[src/rtl/iob_clint_pkg.sv]
// iob_clint_pkg: constants and helpers shared by the CLINT blocks (mtime, mtimecmp, msip) and their benches.
package iob_clint_pkg;
    localparam logic [15:0] MTIME_LO_ADDR = 16'hBFF8;
    localparam logic [15:0] MTIME_HI_ADDR = 16'hBFFC;
    localparam int MTIME_W = 64;
    localparam int BUS_DATA_W = 32;

    // Replace each strobed byte of cur with the matching byte of nw.
    function automatic logic [BUS_DATA_W-1:0] byte_merge(
        input logic [BUS_DATA_W-1:0] cur,
        input logic [BUS_DATA_W-1:0] nw,
        input logic [BUS_DATA_W/8-1:0] strb
    );
        logic [BUS_DATA_W-1:0] r;
        for (int i = 0; i < BUS_DATA_W / 8; i++) r[i*8+:8] = strb[i] ? nw[i*8+:8] : cur[i*8+:8];
        return r;
    endfunction
endpackage

[src/rtl/iob_clint_mtime_if.sv]
// iob_clint_mtime_if: 32-bit register access bus for the mtime block.
// valid/word_sel/wdata/wstrb driven by the master, rdata/ready returned by the slave.
interface iob_clint_mtime_if #(parameter int DATA_W = 32);
    logic              valid;
    logic              word_sel;
    logic [DATA_W-1:0] wdata;
    logic [DATA_W/8-1:0] wstrb;
    logic [DATA_W-1:0] rdata;
    logic              ready;
    modport master (output valid, word_sel, wdata, wstrb, input rdata, ready);
    modport slave (input valid, word_sel, wdata, wstrb, output rdata, ready);
endinterface

[src/rtl/iob_clint_rtc_sync.sv]
// iob_clint_rtc_sync: brings rtc into the clk domain and emits a one-cycle rtc_rise per rising edge.
// Ports: clk, rst (async, active-high), rtc (async input), rtc_rise (pulse).
module iob_clint_rtc_sync #(
    parameter int SYNC_STAGES = 2
) (
    input  logic clk,
    input  logic rst,
    input  logic rtc,
    output logic rtc_rise
);
    logic [SYNC_STAGES-1:0] sync;
    logic edge_q;
    logic armed;

    always_ff @(posedge clk or posedge rst) begin
        if (rst) begin
            sync <= '0;
            edge_q <= 1'b0;
            armed <= 1'b0;
        end else begin
            // On the arming cycle the whole chain is preloaded with the current rtc level,
            // so an rtc already high at reset release never looks like a rising edge.
            sync <= armed ? {sync[SYNC_STAGES-2:0], rtc} : {SYNC_STAGES{rtc}};
            edge_q <= armed ? sync[SYNC_STAGES-1] : rtc;
            armed <= 1'b1;
        end
    end

    assign rtc_rise = armed & sync[SYNC_STAGES-1] & ~edge_q;
endmodule

[src/rtl/iob_clint_mtime.sv]
// iob_clint_mtime: 64-bit machine timer counting rtc rising edges, with 32-bit CPU access and atomic lo/hi reads.
// Ports: clk, rst (async, active-high), rtc (async tick source), bus (slave access port),
//        mtime (to the mtimecmp comparators), tick (pulse on each increment).
module iob_clint_mtime
    import iob_clint_pkg::*;
#(
    parameter int DATA_W = BUS_DATA_W,
    parameter int SYNC_STAGES = 2
) (
    input  logic               clk,
    input  logic               rst,
    input  logic               rtc,
    iob_clint_mtime_if.slave   bus,
    output logic [MTIME_W-1:0] mtime,
    output logic               tick
);
    logic rtc_rise;
    logic wr;
    logic rd;
    logic snap_vld;
    logic [DATA_W-1:0] hi_snap;
    logic [DATA_W-1:0] rd_word;
    logic [MTIME_W-1:0] wr_val;

    iob_clint_rtc_sync #(.SYNC_STAGES(SYNC_STAGES)) u_sync (
        .clk(clk),
        .rst(rst),
        .rtc(rtc),
        .rtc_rise(rtc_rise)
    );

    assign wr = bus.valid & |bus.wstrb;
    assign rd = bus.valid & ~|bus.wstrb;
    assign wr_val = bus.word_sel ? {byte_merge(mtime[63:32], bus.wdata, bus.wstrb), mtime[31:0]}
                                 : {mtime[63:32], byte_merge(mtime[31:0], bus.wdata, bus.wstrb)};
    assign rd_word = bus.word_sel ? (snap_vld ? hi_snap : mtime[63:32]) : mtime[31:0];

    always_ff @(posedge clk or posedge rst) begin
        if (rst) begin
            mtime <= '0;
            tick <= 1'b0;
            bus.ready <= 1'b0;
            bus.rdata <= '0;
            hi_snap <= '0;
            snap_vld <= 1'b0;
        end else begin
            // A write overrides a coincident rtc edge; that increment is lost.
            mtime <= wr ? wr_val : mtime + MTIME_W'(rtc_rise);
            tick <= rtc_rise & ~wr;
            bus.ready <= bus.valid;
            if (rd) bus.rdata <= rd_word;
            if (wr | (rd & bus.word_sel)) begin
                snap_vld <= 1'b0;
            end else if (rd) begin
                hi_snap <= mtime[63:32];
                snap_vld <= 1'b1;
            end
        end
    end
endmodule
[src/flat_wrapper.sv]
// flat-port wrapper written by rule: the top's interface ports become plain ports
module iob_clint_mtime_flat import iob_clint_pkg::*;
#(
    parameter int DATA_W = BUS_DATA_W,
    parameter int SYNC_STAGES = 2
)
  (clk, rst, rtc, mtime, tick, bus_valid, bus_word_sel, bus_wdata, bus_wstrb, bus_rdata, bus_ready);
  iob_clint_mtime_if #(.DATA_W(DATA_W)) bus_i ();
  input  logic clk;
  input  logic rst;
  input  logic rtc;
  output logic [MTIME_W-1:0] mtime;
  output logic tick;
  input wire logic [$bits(bus_i.valid)-1:0] bus_valid;
  input wire logic [$bits(bus_i.word_sel)-1:0] bus_word_sel;
  input wire logic [$bits(bus_i.wdata)-1:0] bus_wdata;
  input wire logic [$bits(bus_i.wstrb)-1:0] bus_wstrb;
  output wire logic [$bits(bus_i.rdata)-1:0] bus_rdata;
  output wire logic [$bits(bus_i.ready)-1:0] bus_ready;
  assign bus_i.valid = bus_valid;
  assign bus_i.word_sel = bus_word_sel;
  assign bus_i.wdata = bus_wdata;
  assign bus_i.wstrb = bus_wstrb;
  assign bus_rdata = bus_i.rdata;
  assign bus_ready = bus_i.ready;
  iob_clint_mtime #(.DATA_W(DATA_W), .SYNC_STAGES(SYNC_STAGES)) u_core (.clk(clk), .rst(rst), .rtc(rtc), .bus(bus_i), .mtime(mtime), .tick(tick));
endmodule
[config.mk]
export PLATFORM = sky130hd
export DESIGN_NAME = iob_clint_mtime_flat
export DESIGN_NICKNAME = d
export VERILOG_FILES = /design/src/rtl/iob_clint_pkg.sv /design/src/rtl/iob_clint_mtime_if.sv /design/src/rtl/iob_clint_rtc_sync.sv /design/src/rtl/iob_clint_mtime.sv /design/src/flat_wrapper.sv
export SDC_FILE = /design/constraint.sdc
export NUM_CORES = 1
export LEC_CHECK = 0
export CORE_ASPECT_RATIO = 2
export CORE_MARGIN = 2
export CORE_UTILIZATION = 50
export CTS_CLUSTER_DIAMETER = 200
export DETAILED_ROUTE_END_ITERATION = 8
export GPL_TIMING_DRIVEN = 0
export PLACE_DENSITY_LB_ADDON = 0.1
export SETUP_SLACK_MARGIN = 0.02
export SLEW_MARGIN = 25
export SYNTH_ARGS = -nofsm -noshare
export SYNTH_HDL_FRONTEND = slang
export SYNTH_SLANG_ARGS = --single-unit
[constraint.sdc]
create_clock -name clk -period 12.15 [get_ports clk]
set_input_delay 1.8225 -clock clk [delete_from_list [all_inputs] [get_ports clk]]
set_output_delay 1.8225 -clock clk [all_outputs]
set_load 0.01 [all_outputs]
==> flow_summary.json <==
{
  "status": "complete, no violations",
  "fmax_mhz": 219.9,
  "synth_edf_count": 0,
  "die_y_um": 178.8,
  "peakVddDrop_uv": 106.0,
  "wirelength_mm": 29.37,
  "synth.avg_cell_area_um2": 9.009,
  "drv_slew": 0,
  "finalHoldViolCount": 0,
  "hold_class": "reg2reg",
  "holdBufCountCts": 0,
  "htree_levels": 4,
  "row_count": 64,
  "clock_latency_ns": 0.43,
  "final.setup.worst_slack_ns": 7.603,
  "rr_endpoint": "u_core.mtime[55]",
  "port_buffers": 137,
  "start_kind": "input pin",
  "start_util_pct": 50.48,
  "r2r_setup_slack_ns": 9.11,
  "viasPerCell": 6.453,
  "gr-total-overflow": 0,
  "slew_headroom_pct": 33.25,
  "clkTransAtPathRegs_ns": 0.06,
  "tns_ns": 0,
  "drc": 0,
  "antenna_found_initial": 0,
  "cts_buffers": 17,
  "syn_nets": 891,
  "die_w_um": 91.41,
  "end_kind": "flip-flop",
  "via_count": 7841,
  "ys_seq_elements": 135,
  "cts.sinks": 135,
  "cts_tree": "built",
  "drt-initial-drc-count": 734,
  "maxCapViolCount": 0,
  "ff2ff_path_depth": 5,
  "r2r_start": "u_core.mtime[28]",
  "finalCritPeriodShare_pct": 37.43,
  "hold_end": "u_core.tick",
  "worst_pin_slew_ns": 0.9921,
  "syn-instance-count": 848,
  "layout_min_cycle_time_ns": 4.547,
  "root_buffer": "clkbuf_16",
  "pre_cts_ws_ns": 7.245,
  "required_ns": 12.46,
  "die_area_um2": 16340,
  "setup_viol": 0,
  "cts_resized": 0,
  "path_class": "in2reg",
  "powerDensity_nw_per_um2": 163.9,
  "syn_area_um2": 7640,
  "fin_nets": 1048,
  "ys.flop_type": "dfrtp_1",
  "wl_per_cell_um": 24.17,
  "min_from": "u_core.u_sync.edge_q",
  "grt_use_total_pct": 36.29,
  "place_congestion": 0.9934,
  "crit_fanout": 10,
  "cts_buffer_depth": 2,
  "ys_async_sr_fraction_pct": 100.0,
  "antenna_cells": 0,
  "grt_start_max_net_pins": 77,
  "grt_pass1_vias": 7739,
  "syn_to_final_growth_pct": 30.10,
  "yosys_warnings": 0,
  "yosysSeqAreaShare_pct": 44.22,
  "ant_nets": 0,
  "pin_count": 139,
  "post-cts-setup-buffers": 0,
  "drive_gt1_share_pct": 9.931,
  "worstPathArrival_ns": 4.86,
  "grt_pass1_wl_mm": 44.42,
  "drtPass1Iterations": 6,
  "finalClockSkew_ns": 0.009113,
  "p_leak_uw": 0.004016,
  "ys_types": 64,
  "coreArea_um2": 15130,
  "rsz0062_at_grt": "false",
  "dpl.hpwl_mm": 21.26,
  "holdPathStages": 1
}
[synthesized netlist by cell type, drive strengths merged, types with 16 or more instances]
cell type | instances | area share, %
a21oi | 22 | 1.4
and3 | 16 | 1.3
buf | 21 | 1.4
clkbuf | 29 | 1.7
dfrtp | 135 | 44
mux2 | 31 | 4.6
mux2i | 40 | 5.2
nand2 | 137 | 6.7
nand3 | 47 | 3.4
nand4 | 38 | 3.6
nor2 | 79 | 3.9
nor3 | 20 | 1.4
nor4 | 18 | 2.4
o21ai | 79 | 5.2
[where the power goes]
group | internal [µW] | switching (µW) | total [µW]
Combinational | 210 | 201 | 411
Sequential | 538 | 103 | 641
Clock | 369 | 209 | 578
[per-stage QoR]
| stage | cells | area [µm²] | util [%] | hold slack (ns) | total power [µW] |
|---|---|---|---|---|---|
| 6_report | 1215 | 9940 | 65.67 | 0.4341 | 1629 |
| 2_1_floorplan | 848 | 7640 | - | 0.4115 | 821.4 |
| 3_3_place_gp | 1183 | 9259 | 61.18 | 0.4239 | 1036 |
| 3_5_place_dp | 1184 | 9294 | 61.41 | 0.4262 | 1051 |
| 5_1_grt | 1215 | 9940 | 65.67 | 0.4725 | 1694 |
| 4_1_cts | 1215 | 9940 | 65.67 | 0.4360 | 1626 |
[placed cells by master, fill, tap and decap left out, types with 15 or more instances in the layout]
cell | synthesis | routed
nor3_1 | 18 | 18
mux2_2 | 31 | 31
a21oi_1 | 22 | 22
clkbuf_16 | 0 | 17
nand4_1 | 35 | 35
nand3_1 | 44 | 44
mux2i_1 | 40 | 40
clkbuf_1 | 27 | 29
dfrtp_1 | 135 | 135
and3_1 | 15 | 15
nand2_1 | 137 | 137
nor2_1 | 79 | 79
o21ai_0 | 79 | 79
clkdlybuf4s50_1 | 0 | 137
[layer usage]
metal  share of wire, %  up-vias  global-route usage, %
li1                   -     3437                      -
met1                 36     3846                  42.35
met2                 50      449                  61.37
met3                6.3      109                  5.675
met4                6.8        0                  23.86
met5                  0        -                      0
[worst max-delay path by stage]
stage	to	depth (start not counted)	start
6_report	u_core.mtime[24]	8	bus_valid
5_1_grt	u_core.mtime[24]	8	bus_valid
4_1_cts	u_core.mtime[24]	8	bus_valid
3_5_place_dp	u_core.mtime[24]	8	bus_valid
3_3_place_gp	u_core.bus.rdata[28]	2	rst
2_1_floorplan	u_core.bus.rdata[0]	1	rst
[worst max-delay path, stage by stage]
cell and delay (ns):
clkdlybuf4s50_1 0.48, clkbuf_1 0.58, o41a_1 0.34, buf_2 0.30, buf_1 0.62, nand2_1 0.30, o21ai_0 0.33, nor2_1 0.07
[flip-flops by register name, indices dropped and copies added (netlist names), 2 cells and up]
| register | count |
|---|---|
| u_core.hi_snap | 32 |
| u_core.u_sync.sync | 2 |
| u_core.bus.rdata | 32 |
| u_core.mtime | 64 |
[cells by family after synthesis]
group	count (synthesis)	share of synthesized area, %
fa+ha+maj	2	0.3275
buf+inv	56	3.406
mux	71	9.810
simple gates	396	26.47
flops	135	44.22
other cells	1	0.04908
compound gates	187	15.72
[cell type report]
type / instances / area [µm²]
plain buffers: 50 / 237.7
clock buffers: 20 / 446.7
clock inverters: 11 / 198.9
fillers: 1183 / 5195
inverters: 6 / 30.03
multi-input cells: 657 / 4001
flip-flops and latches: 135 / 3378
well taps: 198 / 247.7
repair buffers: 138 / 1399
(Power assumes the default switching activity.)
